===== config.mk =====
export PLATFORM = sky130hd
export DESIGN_NAME = delay_arbiter
export DESIGN_NICKNAME = d
export VERILOG_FILES = /design/src/rtl/delay_arbiter_pkg.sv /design/src/rtl/delay_arbiter_delay.sv /design/src/rtl/delay_arbiter.sv
export SDC_FILE = /design/constraint.sdc
export NUM_CORES = 1
export LEC_CHECK = 0
export CAP_MARGIN = 10
export CORE_ASPECT_RATIO = 0.9
export CORE_MARGIN = 2
export CORE_UTILIZATION = 47
export CTS_BUF_LIST = sky130_fd_sc_hd__clkbuf_4
export DETAILED_ROUTE_END_ITERATION = 10
export PLACE_DENSITY = 0.86
export RECOVER_POWER = 100
export SLEW_MARGIN = 20
export SYNTH_ARGS = -nofsm -noshare
export SYNTH_HDL_FRONTEND = slang
export SYNTH_SLANG_ARGS = --single-unit

===== constraint.sdc =====
create_clock -name clk -period 3.08 [get_ports clk]
set_clock_uncertainty 0.1 [all_clocks]
set_input_delay 0.308 -clock clk [delete_from_list [all_inputs] [get_ports clk]]
set_output_delay 0.308 -clock clk [all_outputs]
set_load 0.01 [all_outputs]

===== src/rtl/delay_arbiter_pkg.sv =====
// delay_arb_pkg
//   Shared definitions for delay_arbiter: default parameter values, the
//   requester-ID width helper and the round-robin pick function.
//   No ports (package).
package delay_arb_pkg;

    localparam int DEF_N_REQ   = 4;
    localparam int DEF_WIDTH   = 8;
    localparam int DEF_CLK_DEL = 4;
    localparam int DEF_MAX_OUT = 2;

    // rr_pick works on a fixed-width vector so it can live in a package;
    // callers zero-extend their eligibility vector and truncate the grant.
    // N_REQ must therefore not exceed MAX_REQ.
    localparam int MAX_REQ   = 32;
    localparam int MAX_REQ_W = 5;

    // A single requester still needs a 1-bit ID field in the pipeline word.
    function automatic int id_width(input int n);
        return (n > 1) ? $clog2(n) : 1;
    endfunction

    // One-hot grant on the first eligible index at or after ptr, searching
    // upward and wrapping modulo n. All zeros when nothing is eligible.
    function automatic logic [MAX_REQ-1:0] rr_pick(input logic [MAX_REQ-1:0] eligible,
                                                   input int                  ptr,
                                                   input int                  n);
        logic [MAX_REQ-1:0] grant;
        logic               found;
        int                 idx;
        grant = '0;
        found = 1'b0;
        for (int k = 0; k < MAX_REQ; k++) begin
            if (k < n) begin
                // ptr < n and k < n, so one subtraction is enough to wrap
                idx = ptr + k;
                if (idx >= n) begin
                    idx = idx - n;
                end
                if (!found && eligible[idx[MAX_REQ_W-1:0]]) begin
                    grant[idx[MAX_REQ_W-1:0]] = 1'b1;
                    found = 1'b1;
                end
            end
        end
        return grant;
    endfunction

endpackage


===== src/rtl/delay_arbiter_delay.sv =====
// delay_arbiter_delay
//   Fixed-latency delay line: din appears on dout CLK_DEL cycles later.
//   Synchronous active-low reset zeroes every stage.
// Ports:
//   clk      posedge clock
//   rst_n    synchronous active-low reset
//   din      word entering stage 0
//   dout     word leaving the last stage
//   msb_any  OR of the MSB of every stage (callers pack a valid flag there)
module delay_arbiter_delay #(
    parameter int WIDTH   = 8,
    parameter int CLK_DEL = 4
) (
    input  logic             clk,
    input  logic             rst_n,
    input  logic [WIDTH-1:0] din,
    output logic [WIDTH-1:0] dout,
    output logic             msb_any
);

    logic [WIDTH-1:0] stage [CLK_DEL];

    always_ff @(posedge clk) begin
        if (!rst_n) begin
            for (int i = 0; i < CLK_DEL; i++) begin
                stage[i] <= '0;
            end
        end else begin
            stage[0] <= din;
            for (int i = 1; i < CLK_DEL; i++) begin
                stage[i] <= stage[i-1];
            end
        end
    end

    assign dout = stage[CLK_DEL-1];

    always_comb begin
        msb_any = 1'b0;
        for (int i = 0; i < CLK_DEL; i++) begin
            msb_any = msb_any | stage[i][WIDTH-1];
        end
    end

endmodule


===== src/rtl/delay_arbiter.sv =====
// delay_arbiter
//   Shares one fixed-latency delay pipeline between N_REQ requesters.
//   A round-robin arbiter accepts at most one beat per cycle, tags it with
//   its requester ID and pushes it into the delay line; at the tail the beat
//   is steered back to its owner. Each requester may have at most MAX_OUT
//   beats in flight.
// Ports:
//   clk        posedge clock
//   rst_n      synchronous active-low reset
//   req_valid  per-requester beat valid
//   req_data   flattened request data, requester i at [i*WIDTH +: WIDTH]
//   req_ready  one-hot grant (accept = req_valid & req_ready)
//   rsp_valid  one-hot, beat for requester i exits this cycle
//   rsp_data   data of the exiting beat, 0 when nothing exits
//   busy       high while any beat is in flight
module delay_arbiter
    import delay_arb_pkg::*;
#(
    parameter int N_REQ   = DEF_N_REQ,
    parameter int WIDTH   = DEF_WIDTH,
    parameter int CLK_DEL = DEF_CLK_DEL,
    parameter int MAX_OUT = DEF_MAX_OUT
) (
    input  logic                   clk,
    input  logic                   rst_n,
    input  logic [N_REQ-1:0]       req_valid,
    input  logic [N_REQ*WIDTH-1:0] req_data,
    output logic [N_REQ-1:0]       req_ready,
    output logic [N_REQ-1:0]       rsp_valid,
    output logic [WIDTH-1:0]       rsp_data,
    output logic                   busy
);

    localparam int IDW = id_width(N_REQ);
    localparam int CW  = $clog2(MAX_OUT + 1);
    localparam int PW  = 1 + IDW + WIDTH;

    localparam logic [CW-1:0]  CNT_MAX = CW'(MAX_OUT);
    localparam logic [IDW-1:0] LAST_ID = IDW'(N_REQ - 1);

    logic [CW-1:0]    cnt [N_REQ];
    logic [IDW-1:0]   ptr;

    logic [N_REQ-1:0] eligible;
    logic [N_REQ-1:0] grant;
    logic             accept;
    logic [IDW-1:0]   grant_id;
    logic [WIDTH-1:0] grant_data;

    logic [PW-1:0]    pipe_in;
    logic [PW-1:0]    pipe_out;
    logic             pipe_busy;

    logic             tail_valid;
    logic [IDW-1:0]   tail_id;
    logic [WIDTH-1:0] tail_data;

    logic             cnt_busy;

    // Eligibility uses only the registered count, so a beat retiring this
    // cycle frees its slot from the next cycle on. Grants are forced low
    // while reset is held so nothing is offered during reset.
    always_comb begin
        eligible = '0;
        for (int i = 0; i < N_REQ; i++) begin
            eligible[i] = req_valid[i] && (cnt[i] < CNT_MAX);
        end
        grant = rst_n ? N_REQ'(rr_pick(MAX_REQ'(eligible), int'(ptr), N_REQ)) : '0;
    end

    assign req_ready = grant;
    assign accept    = |grant;

    // Encode the one-hot grant and select the winning beat's data.
    always_comb begin
        grant_id   = '0;
        grant_data = '0;
        for (int i = 0; i < N_REQ; i++) begin
            if (grant[i]) begin
                grant_id   = IDW'(i);
                grant_data = req_data[i*WIDTH +: WIDTH];
            end
        end
    end

    // Bubbles enter as all-zero words; the pipeline never stalls.
    assign pipe_in = {accept, grant_id, grant_data};

    delay_arbiter_delay #(
        .WIDTH   (PW),
        .CLK_DEL (CLK_DEL)
    ) u_delay (
        .clk     (clk),
        .rst_n   (rst_n),
        .din     (pipe_in),
        .dout    (pipe_out),
        .msb_any (pipe_busy)
    );

    assign {tail_valid, tail_id, tail_data} = pipe_out;

    // Tail decode back to the owning requester.
    always_comb begin
        rsp_valid = '0;
        for (int i = 0; i < N_REQ; i++) begin
            rsp_valid[i] = rst_n && tail_valid && (tail_id == IDW'(i));
        end
        rsp_data = (rst_n && tail_valid) ? tail_data : '0;
    end

    always_comb begin
        cnt_busy = 1'b0;
        for (int i = 0; i < N_REQ; i++) begin
            cnt_busy = cnt_busy | (cnt[i] != '0);
        end
    end

    assign busy = rst_n && (pipe_busy || cnt_busy);

    // Round-robin pointer moves just past the winner; outstanding counters
    // go up on accept and down on retire, unchanged when both coincide.
    always_ff @(posedge clk) begin
        if (!rst_n) begin
            ptr <= '0;
            for (int i = 0; i < N_REQ; i++) begin
                cnt[i] <= '0;
            end
        end else begin
            if (accept) begin
                ptr <= (grant_id == LAST_ID) ? '0 : grant_id + IDW'(1);
            end
            for (int i = 0; i < N_REQ; i++) begin
                if (grant[i] && !rsp_valid[i]) begin
                    cnt[i] <= cnt[i] + CW'(1);
                end else if (!grant[i] && rsp_valid[i]) begin
                    cnt[i] <= cnt[i] - CW'(1);
                end
            end
        end
    end

    // Eligibility and ordered retirement make these unreachable.
    always_ff @(posedge clk) begin
        if (rst_n) begin
            for (int i = 0; i < N_REQ; i++) begin
                assert (!(grant[i] && !rsp_valid[i] && (cnt[i] == CNT_MAX)));
                assert (!(rsp_valid[i] && !grant[i] && (cnt[i] == '0)));
            end
        end
    end

endmodule


After elaboration in Yosys (flattened, before gate mapping)
Memories as Yosys holds them, arrays and structs flattened. Cells that the tools add are included.

Flip-flop bits (word level): 2. Memory bits (writable): 52. Memories: 2.

Add/subtract/negate cells: 16. Order comparisons: 16. Equal/unequal tests: 4. Multiplexer cells: 79. Bitwise gates (word level): 21. Reductions and logical operators: 43.

Memories: u_delay.stage (words 4, bits a word 11, read ports 4, clocked after memory_dff 0, wr ports 4, RTL line delay_arbiter_delay.sv:21) `logic [WIDTH-1:0] stage [CLK_DEL];`; cnt (words 4, bits a word 2, read ports 4, clocked after memory_dff 0, wr ports 4, RTL line delay_arbiter.sv:41) `logic [CW-1:0] cnt [N_REQ];`.

Operators by type and width (count): $mux 11 (4); $mux 1 (42); $mux 8 (5); $logic_and 1x1->1 (25); $lt 5x6->1 const B (4); $mux 2 (11); $bmux 1 s5 (4); $demux 1 s5 (4); $ge 5x1->1 const B (4); $mux 4 (5); $mux 5 (4); $or 1x1->1 (18); $or 4x4->4 (3); $sub 3x3->4 const B (3); $logic_not 1->1 (11); $add 2x1->2 const B (5); $ge 3x3->1 const B (3); $lt 2x2->1 const B (4); $reduce_bool 2->1 (4); $sub 2x1->2 const B (4); $add 2x2->3 const B (2); $eq 2x2->1 const B (3); $reduce_or 4->1 (1); $sub 2x3->4 const B (1); 5 further kinds (5).

Logic depth before layout (Yosys ltp)
An unclocked memory read counts as a cell.

Depth after elaboration: 23. Gate-level depth with buffers: 13. Mapped depth without buffers: 12.

By module
Synthesis repeated with hierarchy kept, for this count alone.

Cells, all modules: 280. Area, all modules: 2767.7 um2.

Modules (own cells, without submodules): delay_arbiter (instances 1, cells each 176, area each 1500.2 um2, seq. area each 280.3 um2); delay_arbiter_delay (instances 1, cells each 104, area each 1267.5 um2, seq. area each 880.8 um2).

Worst setup path before layout
OpenSTA, ideal clock, no wires.

Path type: register to register. From: register ptr[0]. To: register ptr[1]. Data arrival time: 2.844 ns. Slack: 0.008 ns. Stages on the path, launching flop included: 12. Path buffers: 2. Period minus slack after synthesis: 3.072 ns. Cell sequence: dfxtp_1 inv_2 ha_1 mux4_2 and3_1 buf_6 a221oi_4 clkbuf_1 o21ai_0 ha_1 mux2i_1 nor2_1.

Elaborated cells between the ends (all ways): 67.

RTL lines: start, declared (RTL line delay_arbiter.sv:42) `logic [IDW-1:0] ptr;`; start signal, assigned (RTL line delay_arbiter.sv:130) `ptr <= (grant_id == LAST_ID) ? '0 : grant_id + IDW'(1);`; branches (longest 13 deep; another with $lt 5x6->1); $mux 4 (*) (RTL line delay_arbiter_pkg.sv:40) `if (!found && eligible[idx[MAX_REQ_W-1:0]]) begin`; $mux 4 (*) (RTL line delay_arbiter.sv:68) `grant = rst_n ? N_REQ'(rr_pick(MAX_REQ'(eligible), int'(ptr), N_REQ)) : '0;`; $mux 2 (RTL line delay_arbiter.sv:79) `if (grant[i]) begin`; $mux 2 (*) (RTL line delay_arbiter.sv:79); net grant_id[1] (RTL line delay_arbiter.sv:47) `logic [IDW-1:0] grant_id;`; $add 2x1->2 or $eq 2x2->1 (tied branches) (RTL line delay_arbiter.sv:130); $mux 2 (*) (RTL line delay_arbiter.sv:130).

Mark *: on every way through the listed nets, which the timed path passes. The select of a mux whose other input is x is not followed. A chain may end at the register's enable or synchronous reset.

==> run_summary.xml <==
<?xml version="1.0" encoding="UTF-8"?>
<metrics>
  <group name="run_status">
    <metric name="status" unit="">complete, no violations</metric>
  </group>
  <group name="yosys">
    <metric name="yosysTopAreaCell" unit="">sky130_fd_sc_hd__dfxtp_1</metric>
    <metric name="synth-main-ff-cell" unit="">sky130_fd_sc_hd__dfxtp_1</metric>
    <metric name="synth-edff-count" unit="">8</metric>
    <metric name="muxShareOfSynthArea" unit="">0.0258</metric>
    <metric name="yosys_warnings" unit="">0</metric>
    <metric name="synth_seq_area_share" unit="">0.460</metric>
    <metric name="synth.avg_cell_area" unit="um2">9.89</metric>
    <metric name="synth-adder-area-share" unit="">0.0496</metric>
    <metric name="synth_area_leaders" unit="">sky130_fd_sc_hd__dfxtp_1 (37%), sky130_fd_sc_hd__edfxtp_1 (9.5%), sky130_fd_sc_hd__and2_1 (8.7%)</metric>
    <metric name="synth_xor_area_frac" unit="">0.0208</metric>
    <metric name="postSynthNetCount" unit="">303</metric>
    <metric name="largest_family_of_logic_cells_by_synthesized_area" unit="">simple AND/OR/NAND/NOR gates</metric>
    <metric name="ys_ff_latch" unit="">54</metric>
    <metric name="syn_inst" unit="">255</metric>
    <metric name="asyncSetResetFlopFracSynth" unit="">0</metric>
    <metric name="syn-cell-area" unit="mm2">0.00252</metric>
    <metric name="synth_cell_type_count" unit="">37</metric>
    <metric name="post_synth_and_or_nand_nor_area_fraction" unit="">0.264</metric>
    <metric name="yosysTopAreaCellShare" unit="">0.365</metric>
    <metric name="synth_area_in_compound_gates" unit="">0.144</metric>
  </group>
  <group name="grt">
    <metric name="grt_antenna_before_repair" unit="">0</metric>
    <metric name="grt_first_pass_wirelength" unit="mm">9.58</metric>
    <metric name="globalRouteOverflowTotal" unit="">0</metric>
    <metric name="pin_count_of_the_biggest_net_entering_global_routing" unit="">42</metric>
    <metric name="number_of_global_route_vias_before_repair" unit="">2060</metric>
    <metric name="groute.usage.overall" unit="">0.213</metric>
  </group>
  <group name="setup_path">
    <metric name="critPathTopFamily" unit="">compound AO/OA/AOI/OAI gates</metric>
    <metric name="cp.required" unit="ns">3.26</metric>
    <metric name="worstPathCellList" unit="">inv_1, buf_4, mux4_2, clkbuf_4, a22o_1, a221oi_4, buf_4, nor3b_4, clkbuf_2, a221oi_1, o31ai_1</metric>
    <metric name="setup.worst_path.start_class" unit="">flop</metric>
    <metric name="reg2reg_setup_slack" unit="ns">0.11</metric>
    <metric name="crit_buf_inv" unit="">5</metric>
    <metric name="worstSetupEndpointType" unit="">flop</metric>
    <metric name="most_frequent_cell_on_the_critical_path" unit="">sky130_fd_sc_hd__buf_4</metric>
    <metric name="worstSetupPathType" unit="">flop to flop</metric>
    <metric name="cpMaxStageDelayCell" unit="">sky130_fd_sc_hd__mux4_2</metric>
    <metric name="crit_arrival" unit="ns">3.15</metric>
    <metric name="critPathMaxStageDelay" unit="ns">0.55</metric>
    <metric name="crit_path_max_fanout" unit="">8</metric>
  </group>
  <group name="final_layout">
    <metric name="final_common_cell" unit="">sky130_fd_sc_hd__dfxtp_1</metric>
    <metric name="layout.cells.most_common_list" unit="">sky130_fd_sc_hd__dfxtp_1 (46), sky130_fd_sc_hd__clkdlybuf4s50_1 (37), sky130_fd_sc_hd__and2_1 (25)</metric>
    <metric name="stdcell_area" unit="mm2">0.00343</metric>
    <metric name="fillerInstances" unit="">420</metric>
    <metric name="insertedDiodeCount" unit="">0</metric>
    <metric name="multiInputGateArea" unit="mm2">0.00133</metric>
    <metric name="regArea" unit="mm2">0.00116</metric>
    <metric name="drive_gt1_frac" unit="">0.165</metric>
    <metric name="final_net_count" unit="">386</metric>
    <metric name="areaGrowthSynthToFinish" unit="%">35.9</metric>
    <metric name="fin_util" unit="">0.656</metric>
  </group>
  <group name="timing">
    <metric name="fin_ws" unit="ns">0.111</metric>
    <metric name="period_minus_slack" unit="ns">2.97</metric>
    <metric name="max_fclk" unit="MHz">337</metric>
    <metric name="count_of_endpoints_failing_hold_in_the_final_timing_report" unit="">0</metric>
    <metric name="timing.slew.headroom" unit="">0.641</metric>
    <metric name="report.final.setup_viol" unit="">0</metric>
    <metric name="tightestPinTransition" unit="ns">0.535</metric>
    <metric name="final_period_utilization" unit="">0.964</metric>
    <metric name="maxSlewViolCount" unit="">0</metric>
  </group>
  <group name="die">
    <metric name="fp.dieW" unit="um">81.2</metric>
    <metric name="floorplan.die_area" unit="mm2">0.00597</metric>
    <metric name="boundaryPins" unit="">55</metric>
    <metric name="placeableCoreArea" unit="mm2">0.00522</metric>
    <metric name="rows" unit="">25</metric>
    <metric name="initial_core_util" unit="">0.483</metric>
    <metric name="floorplan.die.height" unit="um">73.5</metric>
  </group>
  <group name="detailed_routing">
    <metric name="routed_wl" unit="mm">5.94</metric>
    <metric name="firstDrtPassIters" unit="">4</metric>
    <metric name="vias" unit="">2136</metric>
    <metric name="via_density_per_instance" unit="">5.26</metric>
    <metric name="detail_route.wl_per_cell" unit="um">14.6</metric>
    <metric name="route.antenna.remaining_nets" unit="">0</metric>
    <metric name="drc" unit="">0</metric>
    <metric name="initialDrtViolationCount" unit="">95</metric>
  </group>
  <group name="place">
    <metric name="dp_hpwl" unit="mm">4.46</metric>
    <metric name="buffer_ports.inserted" unit="">54</metric>
    <metric name="place_worst_setup_slack" unit="ns">-0.155</metric>
    <metric name="postPlaceCellArea" unit="mm2">0.00331</metric>
    <metric name="place.gp.congestion" unit="">0.882</metric>
  </group>
  <group name="power">
    <metric name="power.leakage" unit="nW">1.44</metric>
    <metric name="ir_drop" unit="uV">499</metric>
    <metric name="design_power_total" unit="mW">2.56</metric>
    <metric name="power_density" unit="mW/mm2">747</metric>
  </group>
  <group name="clock_network">
    <metric name="numCtsBuffers" unit="">5</metric>
    <metric name="clock_tree.htree_level_count" unit="">2</metric>
    <metric name="clkSlewWorstSetupHoldPaths" unit="ns">0.15</metric>
    <metric name="clock_latency" unit="ns">0.38</metric>
    <metric name="cts.hold.buffers_added" unit="">0</metric>
    <metric name="maximum_number_of_buffers_from_clock_root_to_sink" unit="">2</metric>
    <metric name="cts-root-buf" unit="">sky130_fd_sc_hd__clkbuf_4</metric>
    <metric name="cts_tree" unit="">built</metric>
    <metric name="clock_sink_count" unit="">54</metric>
  </group>
  <group name="worst_hold_path">
    <metric name="min_path_type" unit="">flop to flop</metric>
  </group>
  <group name="run">
    <metric name="cap_violations" unit="">0</metric>
  </group>
</metrics>
[logic make-up (layout without fill, tap and decap cells)]
| group | count (synthesis) | in the layout |
|---|---|---|
| xor gates and xnor gates | 6 | 6 |
| adders and majority gates | 10 | 10 |
| DFF | 54 | 54 |
| muxes | 4 | 4 |
| and+or+nand+nor | 121 | 121 |
| buffers and inverters | 21 | 105 |
| AOI/OAI and AO/OA | 39 | 39 |
[state kept, by name, summed over array words and instances, names as in the netlist]
signal	count
u_delay.stage	44
ptr	2
cnt	8
[Yosys cell counts, drive strengths merged (4+ instances only)]
cell    number
edfxtp       8
clkbuf      11
inv          8
nand2b       7
nand3       17
nor2b        5
a21oi        4
nor2        18
xnor2        5
and2        35
nor3         9
a221oi      11
nand2       13
ha          10
dfxtp       46
a22o         4
o21ai        6
o31ai        8
and3        11
[metrics by stage]
| step | std cells | TNS [ns] | hold slack [ns] |
|---|---|---|---|
| after detailed placement | 393 | -1.20 | 0.319 |
| after global routing | 406 | -0.00584 | 0.366 |
| after floorplan | 255 | 0 | 0.312 |
| after CTS | 405 | -0.0925 | 0.344 |
| final | 406 | 0 | 0.340 |
| after global placement | 393 | -0.416 | 0.312 |
[metal layers]
| layer | wire length [um] | up-vias | track usage |
|---|---|---|---|
| met4 | 111 | 0 | 0.0904 |
| met3 | 292 | 10 | 0.0381 |
| met1 | 2580 | 1010 | 0.272 |
| met2 | 2950 | 50 | 0.355 |
| li1 | - | 1066 | - |
| met5 | 0 | - | 0 |
[worst reg2reg max path, delay by kind of cell, from the launching register on]
kind / cells / cell delay (ns)
compound gates: 4 / 0.88
buf+inv: 5 / 0.84
mux: 1 / 0.55
flops: 1 / 0.35
simple gates: 1 / 0.16
[repair_timing]
action | in CTS | in global routing
pin swaps | 1 | 0
endpoints found under the setup margin | 4 | 5
resized for setup | 10 | 10
buffers inserted | 4 | 1
[cell type report]
cell class              count  share of cell area
well taps                  67              0.0245
clock inverters             2             0.00402
inverters                   8             0.00876
repair buffers             89               0.223
flip-flops and latches     54               0.339
multi-input cells         180               0.387
clock buffers               6              0.0131
[path summary, 6_finish.rpt]
kind	from	end	cells past startpoint
min reg2reg	u_delay.stage[0][0]	u_delay.stage[1][0]	1
max reg2reg	ptr[1]	u_delay.stage[0][0]	11
max	ptr[1]	u_delay.stage[0][0]	11
min	u_delay.stage[0][0]	u_delay.stage[1][0]	1
[power breakdown]
part           internal, mW  switching, mW
clock network         0.101          0.221
registers             0.878         0.0714
logic                 0.645          0.641
(Power assumes the default switching activity.)
